$ cat config.mk
export PLATFORM = sky130hd
export DESIGN_NAME = sr_ff_bank
export DESIGN_NICKNAME = d
export VERILOG_FILES = /design/src/rtl/sr_ff_bank.sv
export SDC_FILE = /design/constraint.sdc
export NUM_CORES = 1
export LEC_CHECK = 0
export BUFFER_PORTS_ARGS = -buffer_cell sky130_fd_sc_hd__buf_2
export CORE_MARGIN = 4
export CORE_UTILIZATION = 52
export CTS_CLUSTER_DIAMETER = 50
export DETAILED_ROUTE_END_ITERATION = 12
export PLACE_DENSITY = 0.95
export SYNTH_ARGS = -nofsm -noshare
export SYNTH_HDL_FRONTEND = slang
export SYNTH_SLANG_ARGS = --single-unit
$ cat constraint.sdc
create_clock -name clk -period 4 [get_ports clk]
set_clock_uncertainty 0.2 [all_clocks]
set_input_delay 0.4 -clock clk [delete_from_list [all_inputs] [get_ports clk]]
set_output_delay 0.4 -clock clk [all_outputs]
set_load 0.02 [all_outputs]
$ cat src/rtl/sr_ff_bank.sv
// Bank of WIDTH clocked, gated SR flip-flops with selectable input polarity and
// s=r=1 resolution, plus sticky per-channel conflict flags and a saturating conflict-cycle count.
module sr_ff_bank #(
  parameter int                 WIDTH      = 8,
  parameter int                 ACTIVE_LOW = 0,
  parameter int                 MODE       = 0,
  parameter logic [WIDTH-1:0]   INIT       = '0,
  parameter int                 CNT_W      = 4
) (
  input  logic             clk,
  input  logic             rst_n,
  input  logic             en,
  input  logic [WIDTH-1:0] s,
  input  logic [WIDTH-1:0] r,
  input  logic             clr_err,
  output logic [WIDTH-1:0] q,
  output logic [WIDTH-1:0] qn,
  output logic [WIDTH-1:0] chg,
  output logic [WIDTH-1:0] conflict,
  output logic             conflict_any,
  output logic [CNT_W-1:0] conflict_cnt
);

  localparam logic             AL       = (ACTIVE_LOW != 0);
  localparam logic [CNT_W-1:0] CNT_MAX  = '1;
  localparam logic [CNT_W-1:0] CNT_ONE  = CNT_W'(1);

  logic [WIDTH-1:0] r_q;
  logic [WIDTH-1:0] r_qn;
  logic [WIDTH-1:0] r_chg;
  logic [WIDTH-1:0] r_conf;
  logic [CNT_W-1:0] r_cnt;

  logic             w_en_a;
  logic [WIDTH-1:0] w_s_a;
  logic [WIDTH-1:0] w_r_a;
  logic [WIDTH-1:0] w_live;
  logic             w_any_live;
  logic [WIDTH-1:0] w_q_next;
  logic [WIDTH-1:0] w_conf_next;
  logic [CNT_W-1:0] w_cnt_next;

  // Everything downstream works on active-high versions of s, r and en.
  assign w_en_a     = en ^ AL;
  assign w_s_a      = s ^ {WIDTH{AL}};
  assign w_r_a      = r ^ {WIDTH{AL}};
  assign w_live     = w_en_a ? (w_s_a & w_r_a) : '0;
  assign w_any_live = |w_live;

  always_comb begin
    w_q_next = r_q;
    for (int i = 0; i < WIDTH; i++) begin
      if (w_en_a) begin
        if (w_s_a[i] && !w_r_a[i]) begin
          w_q_next[i] = 1'b1;
        end else if (!w_s_a[i] && w_r_a[i]) begin
          w_q_next[i] = 1'b0;
        end else if (w_s_a[i] && w_r_a[i]) begin
          // MODE 0 (and any unlisted value) leaves the bit unchanged.
          if (MODE == 1) begin
            w_q_next[i] = 1'b1;
          end else if (MODE == 2) begin
            w_q_next[i] = 1'b0;
          end else if (MODE == 3) begin
            w_q_next[i] = ~r_q[i];
          end
        end
      end
    end
  end

  // A conflict arriving on the clearing edge wins over the clear.
  assign w_conf_next = (r_conf & ~{WIDTH{clr_err}}) | w_live;

  always_comb begin
    w_cnt_next = r_cnt;
    if (clr_err) begin
      w_cnt_next    = '0;
      w_cnt_next[0] = w_any_live;
    end else if (w_any_live && (r_cnt != CNT_MAX)) begin
      w_cnt_next = r_cnt + CNT_ONE;
    end
  end

  always_ff @(posedge clk or negedge rst_n) begin
    if (!rst_n) begin
      r_q    <= INIT;
      r_qn   <= ~INIT;
      r_chg  <= '0;
      r_conf <= '0;
      r_cnt  <= '0;
    end else begin
      r_q    <= w_q_next;
      r_qn   <= ~w_q_next;
      r_chg  <= w_q_next ^ r_q;
      r_conf <= w_conf_next;
      r_cnt  <= w_cnt_next;
    end
  end

  assign q            = r_q;
  assign qn           = r_qn;
  assign chg          = r_chg;
  assign conflict     = r_conf;
  assign conflict_any = |r_conf;
  assign conflict_cnt = r_cnt;

endmodule

==> run metrics, run 1 <==
CTS tree=done; Leakage=1.02 nW; count leader, synth=dfrtp_1; reg2reg path depth=5; Synth top area share=43.5%; period utilization=47.4%; fin util=70.6%; Critical Path Sink Type=output pin; Synth Area in Simple Gates=13.4%; sequential share of the synthesized area=56.6%; Starting Density=56.4%; largest family of logic cells by synthesized area=compound AO/OA/AOI/OAI gates; slew of the pin with the lowest slew margin=0.758 ns; GRT overflow=0; Synth Net Count=180; path type of the worst setup path=flop to output pin; Int Power=0.630 mW; compound-cell area share of the yosys netlist=20.9%; register bit total from synthesis=36; post-synth top area cell=dfrtp_1; drc violations=0; Final Net Count=240; die height=63.6 um; fmax=527 MHz; global-route wire length before repair=6210 um; Final Hold Fails=0; post-route ant nets=0; fraction of synthesized area in multiplexers=2.49%; Area contributors post-synth=dfrtp_1, dfstp_2, o21ai_0, a21oi_1, inv_1; TritonCTS buffer count=5; Worst-Skew Late Latency=0.35 ns; Ant. Diodes=0; Clock power frac=32.1%; sw power=0.264 mW; Logic pwr share=20.1%; Synth Area in Adders=0.778%; worst setup path startpoint=conflict[5]; Post-synth top cells=dfrtp_1, o21ai_0, a21oi_1, inv_1, nor2_1; area grow syn2layout=25.2%; crit-path max FO=3; syn_area_per_cell=10.1 um2; RSZ-0062 raised after global routing=no; status=complete, no violations; Place WS=2.05 ns; XOR/XNOR Fraction of Synth Area=0%; r2r setup slk=2.41 ns; via count=1420; CTS Root Cell=clkbuf_4; vias per inst=5.66; 1st-pass router iterations=4; largest net degree at the start of global routing=37; Avg WL per Cell=14.6 um; Synth cell types=25; final worst slack=2.10 ns; Initial DRC Count=127; EDFF count, synth=0; VDD IR max=0.254 mV; max-cap violation count=0; total die area=0.00405 mm2; layout cells sized above 1=36.8%; switch share=29.6%; CP endpoint=conflict_any; CTS sink cnt=36; Fill cells=192; Crit path required time=3.40 ns; Tmin final=1.90 ns; register share of total power=47.8%; core area=0.00285 mm2; async set-reset flop share out of synthesis=100%; Clock Pin Slew Worst Setup and Hold Paths=0.10 ns; worst flop-to-flop path endpoint=conflict_cnt[1]; FP Rows=19; Post-Syn Area=0.00161 mm2; overall routed net length=3670 um; Max Slew Vio Count=0; reg2reg start=conflict_cnt[0]; deepest clock path buffer count=2; DP HPWL=2630 um; initial antenna violation count=0; H-tree depth=2; Gate Count Post-Synth=159; Critical Path AT=1.30 ns; Post-CTS Setup Inserts=0; Worst slew margin=49.5%; Syn. warnings=0; final setup vio count=0; IO Pins=57; vias in the first global route=1364; gr usage total=19.7%; Placer Congestion=0.800; Fin Hold WS=0.120 ns; most frequently used flop master after synthesis=dfrtp_1; cell area power density=444 mW/mm2; Hold Crit Class=input port to flop; die width=63.6 um; PortBufs=56; post-route setup TNS=0 ns; CP startpoint kind=flop
==> per-layer routing <==
metal	vias up	part of all wire, %	wire length [um]	global-route usage (%)
li1	668	-	-	-
met4	0	1.9	70	8.63
met3	9	7.4	271	5.68
met2	68	49	1810	31.9
met5	-	0	0	0
met1	675	41	1510	24.4
==> cells in the final DEF, fill, tap and decap left out, types with 2 or more instances in the layout <==
master	count
dfstp_2	8
nand2_1	9
nand2b_1	2
nand3b_1	6
clkbuf_8	2
nor4_1	2
clkbuf_4	5
dfrtp_1	28
nand3_1	9
nor2_1	12
mux2_4	2
a22o_1	2
a21oi_1	20
a221oi_4	2
o21ai_0	24
inv_1	20
buf_2	56
==> state kept, by name, summed over array words and instances, names as in the netlist <==
name          count
q                 8
chg               8
conflict_cnt      4
conflict          8
qn                8
==> area by class of cell <==
class                      instances  area (um2)  area share, %
clock buffer                       7        65.1           3.23
clock inverter                     1        30.0           1.49
inverter                          20        75.1           3.73
multi-input combinational         99         604           30.0
sequential                        36         911           45.2
tap                               31        38.8           1.93
timing repair buffer              57         290           14.4
==> power groups by stage <==
| stage | registers, mW | clock network, mW | logic, mW |
|---|---|---|---|
| after global placement | 0.432 | 0 | 0.172 |
| after global routing | 0.434 | 0.310 | 0.197 |
| after detailed placement | 0.434 | 0 | 0.179 |
| final | 0.428 | 0.287 | 0.180 |
| after floorplan | 0.476 | 0 | 0.0597 |
| after CTS | 0.427 | 0.291 | 0.181 |
==> per-stage QoR <==
step / area, um2 / cells / total power [mW]
finish: 2010 / 251 / 0.895
global route: 2010 / 251 / 0.941
CTS: 2010 / 251 / 0.899
detailed placement: 1910 / 242 / 0.613
global placement: 1910 / 242 / 0.604
floorplan: 1610 / 159 / 0.536
==> cells by family after synthesis <==
group           count (synthesis)
simple gates                   43
buf+inv                        24
fa+ha+maj                       1
flops                          36
mux                             3
compound gates                 52
==> worst min path at each step <==
stage	start	endpoint	slack, ns	cells after the start
after floorplan	rst_n	chg[0]	-0.1	0
after global placement	rst_n	q[4]	0.30	1
after detailed placement	rst_n	chg[2]	0.31	1
after CTS	s[5]	chg[5]	0.11	3
after global routing	s[5]	chg[5]	0.11	3
final	s[2]	chg[2]	0.12	3
==> what timing repair did <==
action,CTS,global route
hold buffers,1,0
resized for setup,0,0
endpoints found under the hold margin,28,0
==> worst max-delay path, cell delays in order, from the launching register on <==
cell     delay (ns)
dfrtp_1        0.42
nor4_1         0.28
nand2_1        0.08
buf_2          0.16
Note: power is estimated with default switching activity, not from simulation.
==> run 2: changes to the inputs <==
--- a/config.mk
+++ b/config.mk
@@ -7,10 +7,10 @@
 export LEC_CHECK = 0
 export BUFFER_PORTS_ARGS = -buffer_cell sky130_fd_sc_hd__buf_2
 export CORE_MARGIN = 4
-export CORE_UTILIZATION = 52
+export CORE_UTILIZATION = 44
 export CTS_CLUSTER_DIAMETER = 50
 export DETAILED_ROUTE_END_ITERATION = 12
-export PLACE_DENSITY = 0.95
+export PLACE_DENSITY = 0.87
 export SYNTH_ARGS = -nofsm -noshare
 export SYNTH_HDL_FRONTEND = slang
 export SYNTH_SLANG_ARGS = --single-unit
==> constraint.sdc (replaced) <==
create_clock -name clk -period 1.7 [get_ports clk]
set_clock_uncertainty 0.2 [all_clocks]
set_input_delay 0.17 -clock clk [delete_from_list [all_inputs] [get_ports clk]]
set_output_delay 0.17 -clock clk [all_outputs]
set_load 0.02 [all_outputs]
==> run 2 against run 1 <==
  * Sequential power is 140% higher
  * Non-clock buffer count is 20 higher
  * Setup slack worse by 2.1 ns
  * Combinational power grew to 2.6 times the previous value
  * Highest routed layer unchanged
  * Die area is 16% higher
  * The run now ends with negative setup slack left
  * Cell count is 14% higher
  * Largest cell class unchanged
==> run metrics, run 2 (synthesized netlist as in run 1, its figures left out) <==
status=finished with violations; failing checks=negative setup slack; core area=0.00344 mm2; H-tree depth=2; Placer Congestion=0.704; register share of total power=48.3%; fmax=584 MHz; layout cells sized above 1=35.0%; max-cap violation count=0; Logic pwr share=22.1%; Avg WL per Cell=14.0 um; crit-path max FO=6; FP Rows=21; switch share=30.6%; global-route wire length before repair=6090 um; RSZ-0062 raised after global routing=yes; GRT overflow=0; overall routed net length=3990 um; Starting Density=46.7%; final worst slack=-0.0120 ns; total die area=0.00469 mm2; die width=68.5 um; via count=1472; Crit path required time=1.68 ns; vias in the first global route=1334; sw power=0.639 mW; Final Net Count=260; Place WS=0.0933 ns; deepest clock path buffer count=2; die height=68.5 um; DP HPWL=2550 um; TritonCTS buffer count=5; Critical Path Sink Type=flop; Critical Path AT=1.69 ns; IO Pins=57; cell area power density=935 mW/mm2; initial antenna violation count=0; CP startpoint kind=input port; slew of the pin with the lowest slew margin=0.453 ns; Worst slew margin=69.8%; Initial DRC Count=139; 1st-pass router iterations=4; VDD IR max=0.373 mV; PortBufs=56; Max Slew Vio Count=0; CTS sink cnt=36; Hold Crit Class=input port to flop; commonest non-fill, non-tap cell in the layout=buf_2; area grow syn2layout=38.9%; period utilization=101%; CTS Root Cell=clkbuf_8; path type of the worst setup path=input port to flop; Ant. Diodes=0; post-route ant nets=0; most frequent cells in the layout=buf_2, dfrtp_1, o21ai_0; Clock power frac=29.6%; Clock Pin Slew Worst Setup and Hold Paths=0.07 ns; largest net degree at the start of global routing=37; Final Hold Fails=0; Tmin final=1.71 ns; CTS tree=done; final setup vio count=1; drc violations=0; gr usage total=18.0%; Int Power=1.45 mW; fin util=64.9%; vias per inst=5.15; Worst-Skew Late Latency=0.29 ns; Leakage=1.11 nW
-- run 2: cell types whose count changed in the layout (fill, tap and decap cells not counted), moves of 2 or more --
| cell | previous run | this run |
|---|---|---|
| dlygate4sd3_1 | 1 | 18 |
| buf_4 | 0 | 3 |
| clkbuf_8 | 2 | 6 |
| clkbuf_4 | 5 | 0 |
| clkinv_2 | 0 | 2 |
-- run 2: power groups by stage --
stage / Combinational (mW) / Clock [mW] / Sequential [mW]
2_1_floorplan: 0.141 / 0 / 1.12
3_3_place_gp: 0.413 / 0 / 1.02
3_5_place_dp: 0.421 / 0 / 1.02
4_1_cts: 0.461 / 0.626 / 1.01
5_1_grt: 0.509 / 0.664 / 1.02
6_report: 0.461 / 0.618 / 1.01
-- run 2: metal layers --
layer  global-route usage, %  wire, um
met3                    5.25       305
met4                    10.7       123
met5                       0         0
met1                    22.2      1680
met2                    27.8      1880
-- run 2: metrics by stage --
| step | hold WS [ns] | TNS (ns) | area, um2 | cells | power, mW |
|---|---|---|---|---|---|
| after global routing | 0.0209 | -0.0338 | 2230 | 286 | 2.19 |
| final | 0.00635 | -0.0120 | 2230 | 286 | 2.09 |
| after detailed placement | 0.0277 | 0 | 1950 | 260 | 1.44 |
| after CTS | 0.00149 | 0 | 2240 | 288 | 2.09 |
| after floorplan | -0.326 | 0 | 1610 | 159 | 1.26 |
| after global placement | 0.0275 | 0 | 1950 | 260 | 1.43 |
-- run 2: cell type report --
cell class,count,area [um2]
timing repair buffer,77,490
clock inverter,2,10.0
sequential,36,911
fill,252,1210
inverter,20,75.1
multi-input combinational,99,608
tap,46,57.6
clock buffer,6,82.6
-- run 2: worst max-delay path, cell delays in order --
cell and delay (ns):
dlygate4sd3_1 0.53, buf_2 0.17, a221oi_4 0.36, a211oi_2 0.14, mux2_4 0.32
-- run 2: final timing paths --
check | from | end | slack [ns] | depth (start not counted)
setup / recovery | s[6] | conflict_cnt[2] | -0.01 | 5
hold / removal | r[4] | q[4] | 0.006 | 2
max in group asynchronous | rst_n | qn[0] | 0.70 | 3
setup reg to reg | conflict_cnt[0] | conflict_cnt[1] | 0.14 | 5
hold reg to reg | conflict[3] | conflict[3] | 0.35 | 2
min in group asynchronous | rst_n | chg[4] | 0.25 | 3
-- run 2: timing repair --
action,4_1_cts,5_1_grt
setup endpoints to repair,0,4
gates resized for setup,0,2
buffers inserted,0,0
endpoints found under the hold margin,43,0
hold buffers,20,0
